## config.mk

```make
export PLATFORM = sky130hd
export DESIGN_NAME = div_sched
export DESIGN_NICKNAME = d
export VERILOG_FILES = /design/src/rtl/div_pkg.sv /design/src/rtl/div_step.sv /design/src/rtl/div_sched.sv
export SDC_FILE = /design/constraint.sdc
export NUM_CORES = 1
export LEC_CHECK = 0
export CAP_MARGIN = 40
export CORE_AREA = 2 2 209 211
export DETAILED_ROUTE_END_ITERATION = 10
export DIE_AREA = 0 0 211 213
export GPL_TIMING_DRIVEN = 1
export PLACE_DENSITY = 0.62
export SYNTH_ARGS = -nofsm -noshare
export SYNTH_HDL_FRONTEND = slang
export SYNTH_SLANG_ARGS = --single-unit
```

## constraint.sdc

```tcl
create_clock -name clk -period 10.35 [get_ports clk]
set_input_delay 1.035 -clock clk [delete_from_list [all_inputs] [get_ports clk]]
set_output_delay 1.035 -clock clk [all_outputs]
set_load 0.03 [all_outputs]
```

## src/rtl/div_pkg.sv

```systemverilog
// -----------------------------------------------------------------------------
// div_pkg
// Shared definitions for the div_sched shared-divider block.
//   state_t      : FSM state encoding (IDLE, CALC, DONE)
//   K_DEFAULT    : default divisor/remainder width
//   iter_count() : number of restoring iterations for a given K (dividend width)
// -----------------------------------------------------------------------------
package div_pkg;

    typedef enum logic [1:0] {
        IDLE = 2'd0,
        CALC = 2'd1,
        DONE = 2'd2
    } state_t;

    localparam int K_DEFAULT = 32;

    // One restoring step per dividend bit; the dividend is K+32 bits wide.
    function automatic int iter_count(input int k);
        return k + 32;
    endfunction

endpackage

```

## src/rtl/div_step.sv

```systemverilog
// -----------------------------------------------------------------------------
// div_step
// One combinational restoring-division step.
//   acc      in  K+1  partial remainder before the step
//   x_msb    in  1    next dividend bit (MSB first)
//   d        in  K    divisor
//   acc_next out K+1  partial remainder after the step
//   q_bit    out 1    quotient bit produced by this step
// -----------------------------------------------------------------------------
module div_step
    import div_pkg::*;
#(
    parameter int K = K_DEFAULT
) (
    input  logic [K:0]   acc,
    input  logic         x_msb,
    input  logic [K-1:0] d,
    output logic [K:0]   acc_next,
    output logic         q_bit
);

    // One extra bit so the shifted value never wraps before the compare.
    logic [K+1:0] shifted;
    logic [K+1:0] d_ext;

    always_comb begin
        shifted  = {acc, x_msb};
        d_ext    = {2'b00, d};
        q_bit    = (shifted >= d_ext);
        acc_next = q_bit ? (K+1)'(shifted - d_ext) : shifted[K:0];
    end

endmodule

```

## src/rtl/div_sched.sv

```systemverilog
// -----------------------------------------------------------------------------
// div_sched
// One restoring divider shared by N_REQ requesters under round-robin grant.
//   clk, rst     clock, asynchronous active-high reset
//   req_valid    in  N_REQ          per-requester request
//   req_ready    out N_REQ          grant strobe (one-hot or zero, IDLE only)
//   req_x        in  N_REQ x (K+32) dividends
//   req_d        in  N_REQ x K      divisors
//   rsp_valid    out 1              result held in DONE
//   rsp_ready    in  1              consumer accept
//   rsp_id       out IDW            owner of the result
//   rsp_q        out 32             low 32 quotient bits
//   rsp_r        out K              remainder
//   rsp_dz       out 1              divide-by-zero flag
//   busy         out 1              state != IDLE
//   dbg_state_o  out state_t        current FSM state
//
// Handshakes: a transfer happens on a rising edge where valid & ready are both
// high. req_ready depends combinationally on req_valid but never the reverse;
// rsp_valid/rsp_* are registered and held unchanged until rsp_ready is seen.
// -----------------------------------------------------------------------------
module div_sched
    import div_pkg::*;
#(
    parameter  int K     = K_DEFAULT,
    parameter  int N_REQ = 2,
    localparam int IDW   = (N_REQ > 1) ? $clog2(N_REQ) : 1
) (
    input  logic                      clk,
    input  logic                      rst,
    input  logic [N_REQ-1:0]          req_valid,
    output logic [N_REQ-1:0]          req_ready,
    input  logic [N_REQ-1:0][K+31:0]  req_x,
    input  logic [N_REQ-1:0][K-1:0]   req_d,
    output logic                      rsp_valid,
    input  logic                      rsp_ready,
    output logic [IDW-1:0]            rsp_id,
    output logic [31:0]               rsp_q,
    output logic [K-1:0]              rsp_r,
    output logic                      rsp_dz,
    output logic                      busy,
    output state_t                    dbg_state_o
);

    localparam int ITER = iter_count(K);
    localparam int CW   = $clog2(K + 33);

    state_t           state_q;
    logic [IDW-1:0]   last_grant_q;   // also identifies the in-flight owner
    logic [K+31:0]    x_q;
    logic [K-1:0]     d_q;
    logic [K:0]       acc_q;
    logic [30:0]      quo_q;          // bit 31 of the quotient lives only in quo_d
    logic [CW-1:0]    cnt_q;
    logic [IDW-1:0]   rsp_id_q;
    logic [31:0]      rsp_quo_q;
    logic [K-1:0]     rsp_rem_q;
    logic             rsp_dz_q;

    logic [K:0]       acc_d;
    logic             q_bit;
    logic [31:0]      quo_d;

    logic [N_REQ-1:0] grant_oh;
    logic [IDW-1:0]   grant_idx;
    logic             grant_any;

    div_step #(.K(K)) u_step (
        .acc      (acc_q),
        .x_msb    (x_q[K+31]),
        .d        (d_q),
        .acc_next (acc_d),
        .q_bit    (q_bit)
    );

    // Higher quotient bits fall off the top; only the low 32 are kept.
    assign quo_d = {quo_q, q_bit};

    // Round-robin search starting one past the last grant.
    always_comb begin
        int             idx;
        logic [IDW-1:0] idx_sel;
        grant_oh  = '0;
        grant_idx = '0;
        grant_any = 1'b0;
        idx       = 0;
        idx_sel   = '0;
        if (state_q == IDLE) begin
            for (int i = 0; i < N_REQ; i++) begin
                idx = int'(last_grant_q) + 1 + i;
                if (idx >= N_REQ) idx = idx - N_REQ;
                idx_sel = IDW'(idx);
                if (!grant_any && req_valid[idx_sel]) begin
                    grant_any = 1'b1;
                    grant_idx = idx_sel;
                end
            end
            if (grant_any) grant_oh[grant_idx] = 1'b1;
        end
    end

    always_ff @(posedge clk or posedge rst) begin
        if (rst) begin
            state_q      <= IDLE;
            last_grant_q <= IDW'(N_REQ - 1);
            x_q          <= '0;
            d_q          <= '0;
            acc_q        <= '0;
            quo_q        <= '0;
            cnt_q        <= '0;
            rsp_id_q     <= '0;
            rsp_quo_q    <= '0;
            rsp_rem_q    <= '0;
            rsp_dz_q     <= 1'b0;
        end else begin
            case (state_q)
                IDLE: begin
                    if (grant_any) begin
                        last_grant_q <= grant_idx;
                        x_q          <= req_x[grant_idx];
                        d_q          <= req_d[grant_idx];
                        acc_q        <= '0;
                        quo_q        <= '0;
                        cnt_q        <= '0;
                        if (req_d[grant_idx] == '0) begin
                            // Zero divisor: answer immediately, no iterations.
                            state_q   <= DONE;
                            rsp_id_q  <= grant_idx;
                            rsp_quo_q <= '1;
                            rsp_rem_q <= req_x[grant_idx][K-1:0];
                            rsp_dz_q  <= 1'b1;
                        end else begin
                            state_q <= CALC;
                        end
                    end
                end
                CALC: begin
                    x_q   <= x_q << 1;
                    acc_q <= acc_d;
                    quo_q <= quo_d[30:0];
                    cnt_q <= cnt_q + 1'b1;
                    if (cnt_q == CW'(ITER - 1)) begin
                        state_q   <= DONE;
                        rsp_id_q  <= last_grant_q;
                        rsp_quo_q <= quo_d;
                        rsp_rem_q <= acc_d[K-1:0];
                        rsp_dz_q  <= 1'b0;
                    end
                end
                DONE: begin
                    if (rsp_ready) state_q <= IDLE;
                end
                default: state_q <= IDLE;
            endcase
        end
    end

    assign req_ready   = grant_oh;
    assign rsp_valid   = (state_q == DONE);
    assign busy        = (state_q != IDLE);
    assign rsp_id      = rsp_id_q;
    assign rsp_q       = rsp_quo_q;
    assign rsp_r       = rsp_rem_q;
    assign rsp_dz      = rsp_dz_q;
    assign dbg_state_o = state_q;

endmodule

```

==> results.py <==
metrics = {
    "yosys": {
        "yosys_warnings": 0,
        "avgSynthCellArea_um2": 8.98,
        "synth_most_common_cell": "nand2_1",
        "synth-async-reset-ratio_pct": 100,
        "synth_top_area_share_pct": 46.6,
        "synth-edff-count": 0,
        "syn_nets": 1638,
        "syn_area_um2": 12600,
        "ys_seq_area_share_pct": 46.8,
        "synth-seq-cells": 236,
        "synth_common_cells": "311 x nand2_1, 235 x dfrtp_1, 156 x o21ai_0",
        "synth_cells": 1407,
        "synth_top_cell_by_area": "dfrtp_1",
        "synth_top_flop_cell": "dfrtp_1",
        "ys_types": 62,
        "synth_top_cells_by_area": "dfrtp_1 47%, nand2_1 9.2%, o21ai_0 6.2%",
    },
    "routing": {
        "viasPerCell": 5.18,
        "drc": 0,
        "drt-initial-drc-count": 813,
        "wl_per_cell_um": 18.5,
        "drt-pass1-iter-count": 5,
        "ant_nets": 0,
        "wirelength_um": 40600,
        "vias": 11400,
    },
    "final_layout": {
        "seqCellArea_um2": 5910,
        "fillers": 4258,
        "drive_gt1_share_pct": 5.16,
        "fin_nets": 1858,
        "instances_no_fill": 2193,
        "finalInstanceArea_um2": 16900,
        "multi_input_area_um2": 6200,
        "area_delta_synth_final_pct": 33.5,
    },
    "timing": {
        "worstMarginPinSlew_ns": 0.890,
        "relSlewSlack_pct": 40.7,
        "rsz0062_at_grt": "no",
        "tns_ns": 0,
        "post-route-min-period_ns": 4.64,
        "clock_skew_ns": 0.00917,
        "maxSlewViolCount": 0,
        "hold_violations": 0,
        "fmax_ghz": 0.215,
        "finalSetupViolCount": 0,
        "fin_crit_sh_pct": 44.9,
    },
    "placement": {
        "placed_cells": 2144,
        "port_buffers": 268,
        "hpwlAfterDp_um": 29300,
        "gp_congestion": 0.859,
        "placed_area_um2": 15900,
    },
    "critical_path": {
        "cpPeakStageDelay_ns": 0.77,
        "crit_family": "buffers and inverters",
        "crit_type": "in -> out",
        "arrival_ns": 3.61,
        "critical-path-slowest-cell": "clkdlybuf4s50_1",
        "crit_required_ns": 9.32,
        "worstPathMaxFanout": 48,
        "critPathBufInv": 5,
        "cp-startpoint": "req_valid[0]",
        "r2r_slack_ns": 5.93,
        "cp-end-kind": "output pin",
        "start_kind": "primary input",
        "crit_chain": "clkdlybuf4s50_1, nand2_1, nand3_4, buf_4, inv_2, buf_4, clkdlybuf4s50_1",
        "r2r-start": "dbg_state_o[0]",
    },
    "die": {
        "io_pins": 269,
        "coreArea_um2": 42700,
        "die_y_um": 213,
        "rows": 76,
        "die_x_um": 211,
        "die_area_um2": 44900,
        "start_util_pct": 29.6,
    },
    "clock_tree": {
        "clockRootBuffer": "clkbuf_16",
        "cts_max_path_buffers": 3,
        "tritoncts.num_buffers": 27,
        "clk_transition_reported_paths_ns": 0.06,
        "htree_num_levels": 1,
        "cts.repair.resized": 0,
        "cts_setup_buffers": 0,
        "clock_latency_ns": 0.55,
        "cts.sinks": 236,
        "cts_tree": "built",
        "ctsHoldBuffers": 0,
    },
    "grt": {
        "grt_max_degree": 83,
        "grt_pass1_vias": 11200,
        "grt_overflow": 0,
        "antenna_found_initial": 1,
        "grt_usage_pct": 17.6,
        "grt_first_pass_wirelength_um": 62600,
    },
    "power_and_ir_drop": {
        "irDropWorstVdd_mv": 0.312,
        "total_power_w": 0.00609,
        "leakage_nw": 7.61,
        "power.density_nw_per_um2": 361,
    },
    "hold_path": {
        "min_path_type": "reg -> reg",
        "hold_start": "rsp_q[22]",
    },
    "outcome": {
        "outcome": "finished clean",
    },
    "job": {
        "cap_violations": 0,
    },
}
power by group:
group	switching [W]	total [W]	internal, W	leakage (nW)
sequential	0.000292	0.00163	0.00134	2.90
clock	0.000394	0.00103	0.000639	0.477
combinational	0.00208	0.00343	0.00135	4.24
total	0.00277	0.00609	0.00333	7.61
routing by layer:
layer / routed length [µm] / track usage [%] / vias to the layer above / part of all wire [%]
met2: 18600 / 28.4 / 346 / 46
met3: 2370 / 3.12 / 62 / 5.9
met4: 1340 / 5.63 / 0 / 3.3
li1: - / - / 5452 / -
met1: 18300 / 24.0 / 5492 / 45
met5: 0 / 0 / - / 0
path summary, 6_finish.rpt:
path                                endpoint  depth (start not counted)
worst max-delay path            req_ready[1]                          7
worst min-delay path               rsp_q[22]                          2
worst max register to register      rsp_r[2]                         11
worst min register to register     rsp_q[22]                          2
max in group asynchronous           quo_q[7]                          4
min in group asynchronous             d_q[2]                          2
kinds of logic after synthesis:
logic type / Yosys count / share of synthesized area [%]
xor gates and xnor gates: 24 / 1.66
muxes: 55 / 4.41
buffers and inverters: 145 / 4.64
and+or+nand+nor: 446 / 14.8
DFF: 236 / 46.8
adders and majority gates: 34 / 3.43
AOI/OAI and AO/OA: 467 / 24.3
tightest hold or removal path, delay by kind of cell, from the launching register on:
family           cells  cell delay [ns]
flip-flops           1             0.34
AND/OR/NAND/NOR      2             0.09
layout by cell type (no fill, tap or decap), drive strengths merged, types with 4 or more instances in the layout:
cell type,netlist,final
xor2,11,11
o211ai,10,10
o21a,23,23
bufinv,0,5
clkbuf,71,36
dfrtp,235,235
or3,4,4
nor2,48,48
a22o,33,33
a31oi,37,37
buf,26,20
clkinv,0,6
a21oi,77,77
nand3,21,21
o22a,18,18
mux2i,53,53
a32oi,4,4
and2,7,7
nand4,10,10
inv,48,49
o21bai,4,4
nand2,311,311
nor3,9,9
o22ai,6,6
o21ai,160,160
a211oi,6,6
ha,33,33
a21boi,4,4
clkdlybuf4s50,0,268
nor4,18,18
nand2b,5,5
a221o,32,32
xnor2,13,13
a21o,33,33
o31ai,5,5
layout make-up:
cell class,count,share of cell area (%)
antenna,1,0.0148
clock buffer,36,4.50
clock inverter,12,1.19
inverter,48,1.11
multi-input combinational,1026,36.8
sequential,236,35.0
tap,546,4.05
timing repair buffer,288,17.3
flip-flops by register name, indices dropped and copies added, names as in the netlist:
name,cells
x_q,64
rsp_dz,1
last_grant_q,1
acc_q,33
rsp_id,1
rsp_q,32
d_q,32
dbg_state_o,2
rsp_r,32
quo_q,31
cnt_q,7
through the flow:
step           hold slack (ns)  setup WS (ns)  utilization, %
6_report                 0.462           5.71            39.5
2_1_floorplan            0.443           2.84               -
3_5_place_dp             0.456           5.18            37.2
3_3_place_gp             0.455           5.23            36.9
5_1_grt                  0.505           5.47            39.5
4_1_cts                  0.469           5.68            39.5
No activity file was read; power rests on OpenSTA's default activity.
